**src/rtl/imem_loader.sv**
```systemverilog
// Program loader: assembles a header-prefixed little-endian byte stream into
// instruction words, writes them from address 0 and holds the CPU in reset until done.
module imem_loader #(
  parameter int XLEN    = 32,
  parameter int PC_BITS = 5
) (
  input  logic               clk,
  input  logic               rst,
  input  logic               in_valid,
  input  logic [7:0]         in_byte,
  output logic               in_ready,
  input  logic               reload,
  output logic               imem_we,
  output logic [PC_BITS-1:0] imem_waddr,
  output logic [XLEN-1:0]    imem_wdata,
  output logic               cpu_rst,
  output logic               done,
  output logic               err
);

  localparam int BPW   = XLEN / 8;
  localparam int IDX_W = (BPW > 1) ? $clog2(BPW) : 1;
  localparam int DEPTH = 1 << PC_BITS;

  localparam logic [8:0]       DEPTH_W  = 9'(DEPTH);
  localparam logic [IDX_W-1:0] LAST_IDX = IDX_W'(BPW - 1);

  localparam logic [2:0] ST_HDR   = 3'd0;
  localparam logic [2:0] ST_DATA  = 3'd1;
  localparam logic [2:0] ST_WRITE = 3'd2;
  localparam logic [2:0] ST_DONE  = 3'd3;
  localparam logic [2:0] ST_ERR   = 3'd4;

  logic [2:0]         state_q, state_d;
  logic [IDX_W-1:0]   idx_q, idx_d;
  logic [8:0]         cnt_q, cnt_d;
  logic [PC_BITS-1:0] addr_q, addr_d;
  logic [XLEN-1:0]    asm_q, asm_d;
  logic               we_q, we_d;
  logic [PC_BITS-1:0] waddr_q, waddr_d;
  logic [XLEN-1:0]    wdata_q, wdata_d;
  logic               cpu_rst_q, cpu_rst_d;
  logic               done_q, done_d;
  logic               err_q, err_d;

  logic               xfer_s;
  logic [8:0]         hdr_n_s;
  logic [XLEN-1:0]    word_s;

  // Ready depends on state alone so there is no path from in_valid to in_ready.
  always_comb begin
    case (state_q)
      ST_HDR, ST_DATA: in_ready = 1'b1;
      default:         in_ready = 1'b0;
    endcase
  end

  assign xfer_s  = in_valid && in_ready;
  assign hdr_n_s = {1'b0, in_byte};

  // Assembly word with the incoming byte dropped into the lane selected by idx_q.
  always_comb begin
    word_s = asm_q;
    for (int b = 0; b < BPW; b++) begin
      if (idx_q == IDX_W'(b)) begin
        word_s[8*b +: 8] = in_byte;
      end else begin
        word_s[8*b +: 8] = asm_q[8*b +: 8];
      end
    end
  end

  // Loader next-state and output-register logic.
  always_comb begin
    state_d   = state_q;
    idx_d     = idx_q;
    cnt_d     = cnt_q;
    addr_d    = addr_q;
    asm_d     = asm_q;
    we_d      = 1'b0;
    waddr_d   = waddr_q;
    wdata_d   = wdata_q;
    cpu_rst_d = cpu_rst_q;
    done_d    = done_q;
    err_d     = err_q;
    case (state_q)
      ST_HDR: begin
        if (xfer_s) begin
          if ((hdr_n_s == 9'd0) || (hdr_n_s > DEPTH_W)) begin
            state_d = ST_ERR;
            err_d   = 1'b1;
          end else begin
            cnt_d   = hdr_n_s;
            idx_d   = '0;
            addr_d  = '0;
            state_d = ST_DATA;
          end
        end else begin
          state_d = ST_HDR;
        end
      end
      ST_DATA: begin
        if (xfer_s) begin
          asm_d = word_s;
          if (idx_q == LAST_IDX) begin
            // Registering the write here makes imem_we high exactly during WRITE.
            state_d = ST_WRITE;
            we_d    = 1'b1;
            waddr_d = addr_q;
            wdata_d = word_s;
          end else begin
            idx_d = idx_q + IDX_W'(1);
          end
        end else begin
          state_d = ST_DATA;
        end
      end
      ST_WRITE: begin
        cnt_d  = cnt_q - 9'd1;
        addr_d = addr_q + PC_BITS'(1);
        idx_d  = '0;
        if (cnt_q == 9'd1) begin
          state_d   = ST_DONE;
          done_d    = 1'b1;
          cpu_rst_d = 1'b0;
        end else begin
          state_d = ST_DATA;
        end
      end
      ST_DONE, ST_ERR: begin
        if (reload) begin
          state_d   = ST_HDR;
          cpu_rst_d = 1'b1;
          done_d    = 1'b0;
          err_d     = 1'b0;
          addr_d    = '0;
          idx_d     = '0;
        end else begin
          state_d = state_q;
        end
      end
      default: begin
        state_d   = ST_HDR;
        cpu_rst_d = 1'b1;
        done_d    = 1'b0;
        err_d     = 1'b0;
        addr_d    = '0;
        idx_d     = '0;
      end
    endcase
  end

  // State and output registers.
  always_ff @(posedge clk or posedge rst) begin
    if (rst) begin
      state_q   <= ST_HDR;
      idx_q     <= '0;
      cnt_q     <= 9'd0;
      addr_q    <= '0;
      asm_q     <= '0;
      we_q      <= 1'b0;
      waddr_q   <= '0;
      wdata_q   <= '0;
      cpu_rst_q <= 1'b1;
      done_q    <= 1'b0;
      err_q     <= 1'b0;
    end else begin
      state_q   <= state_d;
      idx_q     <= idx_d;
      cnt_q     <= cnt_d;
      addr_q    <= addr_d;
      asm_q     <= asm_d;
      we_q      <= we_d;
      waddr_q   <= waddr_d;
      wdata_q   <= wdata_d;
      cpu_rst_q <= cpu_rst_d;
      done_q    <= done_d;
      err_q     <= err_d;
    end
  end

  assign imem_we    = we_q;
  assign imem_waddr = waddr_q;
  assign imem_wdata = wdata_q;
  assign cpu_rst    = cpu_rst_q;
  assign done       = done_q;
  assign err        = err_q;

endmodule

```
**config.mk**
```make
export PLATFORM = sky130hd
export DESIGN_NAME = imem_loader
export DESIGN_NICKNAME = d
export VERILOG_FILES = /design/src/rtl/imem_loader.sv
export SDC_FILE = /design/constraint.sdc
export NUM_CORES = 1
export LEC_CHECK = 0
export CAP_MARGIN = 20
export CORE_UTILIZATION = 49
export DETAILED_ROUTE_END_ITERATION = 7
export HOLD_SLACK_MARGIN = 0.1
export PLACE_DENSITY = 0.79
export SYNTH_ARGS = -nofsm -noshare
export SYNTH_HDL_FRONTEND = slang
export SYNTH_SLANG_ARGS = --single-unit
```
**constraint.sdc**
```tcl
create_clock -name clk -period 2.9 [get_ports clk]
set_input_delay 0.725 -clock clk [delete_from_list [all_inputs] [get_ports clk]]
set_output_delay 0.725 -clock clk [all_outputs]
set_load 0.01 [all_outputs]
```
After elaboration in Yosys (flattened, before gate mapping)
Index checks and enable logic that the tools add are counted.
- output and inout port bits: 42
- register bits after elaboration: 92
- logic and storage cells: 88
- input bits: 12
- equal/unequal tests: 16
- mux-type cells: 37
- magnitude comparators: 1
- reductions and logical operators: 17
- $add $sub $neg: 3
- bitwise operators: 3
- operators by type and width (kind ; number):
    $mux 8 ; 4
    $pmux 5 s4 ; 1
    $mux 9 ; 2
    $pmux 9 s2 ; 1
    $mux 3 ; 5
    $mux 5 ; 3
    $ne 2x2->1 const B ; 7
    $mux 2 ; 6
    $pmux 3 s4 ; 1
    $mux 1 ; 10
    $eq 9x1->1 const B ; 1
    $logic_not 9->1 ; 1
    $pmux 1 s3 ; 3
    $reduce_and 3->1 ; 3
    $sub 9x1->9 const B ; 1
    $gt 8x6->1 const B ; 1
    $reduce_and 4->1 ; 2
    $eq 3x2->1 const B ; 2
    $pmux 2 s3 ; 1
    $reduce_or 2->1 ; 3
    $add 5x1->5 const B ; 1
    $reduce_and 5->1 ; 1
    $eq 2x2->1 const B ; 2
    $reduce_and 2->1 ; 2
    other kinds (11) ; 13

Depth between registers and ports, before layout
- depth in word-level cells: 6
- mapped depth: 7
- gate-level depth less buffers: 6

Least setup slack after synthesis
Ideal clock, no wire load.
- kind: input -> register
- start: in in_byte[2]
- end: reg addr_q[4]
- arrival: 1985 ps
- setup time: 124 ps
- required time: 2776 ps
- path slack: 791 ps
- buffers on the path: 1
- stages on the path: 6
- path through: buf_2 or2_4 o41ai_4 a31oi_1 nand2b_4 a211o_1
- word-level cells in the longest chain between the ends: 4
- elaborated cells between the ends (all ways): 5
- classes of those cells: order compare (1); eq/ne (1); reduce/logical (3)
- ends and longest elaborated chain (element ; RTL line ; RTL):
    start: declaration ; 10 ; input logic [7:0] in_byte,
    $gt 8x6->1 or $logic_not 9->1 (tied branches) ; 89 ; if ((hdr_n_s == 9'd0) || (hdr_n_s > DEPTH_W)) begin
    $logic_or 1x1->1 (*) ; 89 ;
    $ne 2x2->1 (no line) (*) ; n/a ;
    $reduce_and 4->1 (no line) (*) ; n/a ;
    end signal: assignment ; 171 ; addr_q <= addr_d;
    end: declaration ; 37 ; logic [PC_BITS-1:0] addr_q, addr_d;
Mark *: on every way between the ends. The rest lies on a longest branch, timed or not.
A chain may end at the register's enable or synchronous reset.

Worst setup path after layout
- start: reg state_q[1]
- end: out in_ready
- word-level cells in the longest chain between the ends: 3
- elaborated cells between the ends (all ways): 4
- classes of those cells: eq/ne (1); mux (1); reduce/logical (2)
- ends and longest elaborated chain (element ; RTL line ; RTL):
    start: declaration ; 34 ; logic [2:0] state_q, state_d;
    start signal: assignment ; 168 ; state_q <= state_d;
    $eq 3x1->1 or $logic_not 3->1 (tied branches) ; 52 ; case (state_q)
    $reduce_or 2->1 (no line) (*) ; n/a ;
    $mux 1 (*) ; 52 ;
    end: declaration ; 11 ; output logic in_ready,
Marked as above.

==> impl_metrics.json <==
{
  "post-route-min-period_ps": 2580,
  "relSlewSlack_pct": 64.1,
  "synth_cells": 372,
  "num_vias": 2883,
  "port_buffers": 53,
  "synth_seq_area_share_pct": 54.3,
  "drc_errors": 0,
  "design.die.area_mm2": 0.00827,
  "p_comb_share_pct": 20.6,
  "setup_tns_ps": 0,
  "ys_ff_latch": 84,
  "die_h_um": 90.9,
  "end_kind": "output port",
  "grt_antenna_before_repair": 0,
  "hp-start": "cnt_q[8]",
  "cts_tree": "yes",
  "clockRootBuffer": "clkbuf_8",
  "async_flop_share_pct": 100,
  "synth_flop_cell": "dfrtp_1",
  "clk_latency_ps": 360,
  "synth.largest_area_cell": "dfrtp_1",
  "crit_path_max_incr_delay_ps": 610,
  "clk_path_buf_depth": 2,
  "r2r-end": "cnt_q[3]",
  "p_seq_share_pct": 48.1,
  "hold_buffers": 0,
  "power.share.clock_pct": 31.3,
  "setup_viol": 0,
  "criticalPathCategory": "register to output port",
  "finClkSkew_ps": 9.27,
  "worstHoldPathType": "register to register",
  "crit_family": "buffers and inverters",
  "ys.warnings.count": 0,
  "grt_max_degree": 57,
  "ant_nets": 0,
  "worstPathMaxFanout": 17,
  "drv_cap": 0,
  "core_mm2": 0.00769,
  "startpoint_type": "register",
  "worstPathCellList": "nor2_1 > clkdlybuf4s50_1",
  "nFillCells": 676,
  "total_power_mw": 3.04,
  "cp_slowest_cell": "clkdlybuf4s50_1",
  "cts.sinks": 84,
  "synth_area_mm2": 0.00388,
  "p_int_mw": 2.14,
  "fp-row-count": 32,
  "crit_buf_inv": 1,
  "hold_viol": 0,
  "post-route-period-util_pct": 89.0,
  "netSwitchingPower_mw": 0.900,
  "yosysTopAreaCellShare_pct": 53.6,
  "start_util_pct": 50.4,
  "mostFrequentLayoutCell": "dfrtp_1",
  "hold-path-cell-count": 1,
  "syn-num-nets": 391,
  "r2r-start": "state_q[1]",
  "io_pins": 54,
  "drtIter0Drc": 181,
  "drive_above_1_share_pct": 12.3,
  "reg2reg_setup_slack_ps": 940,
  "fin_nets": 446,
  "syn_avg_cell_area_um2": 10.4,
  "worst_hold_slack_ps": 477,
  "wirelength_mm": 8.25,
  "grtUsageTotal_pct": 21.9,
  "htreeDepth": 3,
  "hold_end": "cnt_q[8]",
  "postCtsSetupBuffers": 0,
  "synthTopCellsByArea": "dfrtp_1, nand2_1, mux2i_1",
  "rr_worst_depth": 4,
  "max_freq_ghz": 0.387,
  "switching_share_pct": 29.6,
  "synth-edff-count": 0,
  "drt_first_pass_iters": 4,
  "p_leak_nw": 2.27,
  "place_hpwl_mm": 5.83,
  "tightest_slew_ps": 539,
  "cts_buffers": 9,
  "grt_pass1_wl_mm": 13.9,
  "final_cell_mix": "dfrtp_1, nand2_1, clkdlybuf4s50_1, mux2i_1, o21ai_0",
  "synth_cell_types": 48,
  "worst_ep_arrival_time_ps": 1860,
  "power_density_mw_per_mm2": 634,
  "gp_congestion": 0.872,
  "maxSlewViolCount": 0,
  "grt_pass1_vias": 2894,
  "routedWlPerCell_um": 15.4,
  "status": "finished, final reports clean",
  "area_growth_pct": 23.7,
  "antenna_cells": 0,
  "viasPerCell": 5.40,
  "cts_resized": 0,
  "rsz0062_at_grt": "false",
  "die_w_um": 90.9,
  "vdd.ir_drop.worst_mv": 0.340,
  "cp.required_ps": 2170,
  "clkSlewWorstSetupHoldPaths_ps": 90,
  "grt-ovfl-total": 0
}
-- through the flow --
step / instances / cell area [um^2] / util [%] / setup WS, ps
3_5_place_dp: 518 / 4570 / 59.4 / 354
4_1_cts: 534 / 4800 / 62.4 / 334
3_3_place_gp: 518 / 4570 / 59.4 / 392
6_report: 534 / 4800 / 62.4 / 318
5_1_grt: 534 / 4800 / 62.4 / 252
2_1_floorplan: 372 / 3880 / - / 11.5
-- worst reg2reg max path, stage by stage (launching register included) --
cell     delay (ps)
dfrtp_1         550
nor2_1          340
and4b_1         330
nand3_1         270
o221a_1         350
-- kinds of logic (layout without fill, tap and decap cells) --
family / after synthesis / in the layout / share of synthesized area (%)
simple gates: 133 / 133 / 15.5
buf+inv: 32 / 92 / 3.42
compound gates: 64 / 64 / 10.4
mux: 49 / 49 / 13.4
flops: 84 / 84 / 54.3
xor+xnor: 3 / 3 / 0.678
fa+ha+maj: 7 / 7 / 2.26
-- cell type report --
| class | instances | area [um^2] | share of cell area, % |
|---|---|---|---|
| Tap cell | 102 | 128 | 2.66 |
| Multi-Input combinational cell | 256 | 1640 | 34.3 |
| Clock buffer | 9 | 124 | 2.58 |
| Inverter | 9 | 35.0 | 0.730 |
| Clock inverter | 7 | 103 | 2.14 |
| Sequential cell | 84 | 2100 | 43.9 |
| Timing Repair Buffer | 67 | 661 | 13.8 |
-- worst max path at each step --
stage / cells past startpoint / endpoint / from / slack (ps)
floorplan: 1 / addr_q[0] / rst / 10
global placement: 6 / addr_q[4] / in_byte[4] / 390
detailed placement: 6 / addr_q[4] / in_byte[4] / 350
CTS: 2 / in_ready / state_q[1] / 330
global route: 2 / in_ready / state_q[1] / 250
finish: 2 / in_ready / state_q[1] / 320
-- layer usage --
| layer | GRT usage, % | part of all wire, % |
|---|---|---|
| met5 | 0 | 0 |
| met3 | 3.18 | 2.7 |
| met1 | 27.8 | 44 |
| met2 | 37.2 | 51 |
| met4 | 9.52 | 1.9 |
-- Yosys cell counts (all sizes together), types with 2 or more instances --
cell and instances:
dfrtp 83, nand2 78, o21ai 34, mux2i 25
mux2 24, nor2 19, clkbuf 15, a31oi 9
inv 9, buf 8, a21oi 7, ha 7
nand3 7, nand2b 6, nor3 6, and3 3
o221a 3, a22o 2, nand4 2, nor4 2
xnor2 2
-- power by group through the flow --
stage          Sequential (mW)  Clock, mW  Combinational, mW
5_1_grt                   1.48       1.01              0.694
3_3_place_gp              1.47          0              0.600
3_5_place_dp              1.48          0              0.626
2_1_floorplan             1.45          0              0.465
6_report                  1.46      0.951              0.628
4_1_cts                   1.46      0.963              0.632
-- state kept, by name, summed over array words and instances (netlist names), 2 cells and up --
signal      flops
cnt_q           9
state_q         3
asm_q          24
imem_waddr      5
addr_q          5
imem_wdata     32
idx_q           2
(Power assumes the default switching activity.)
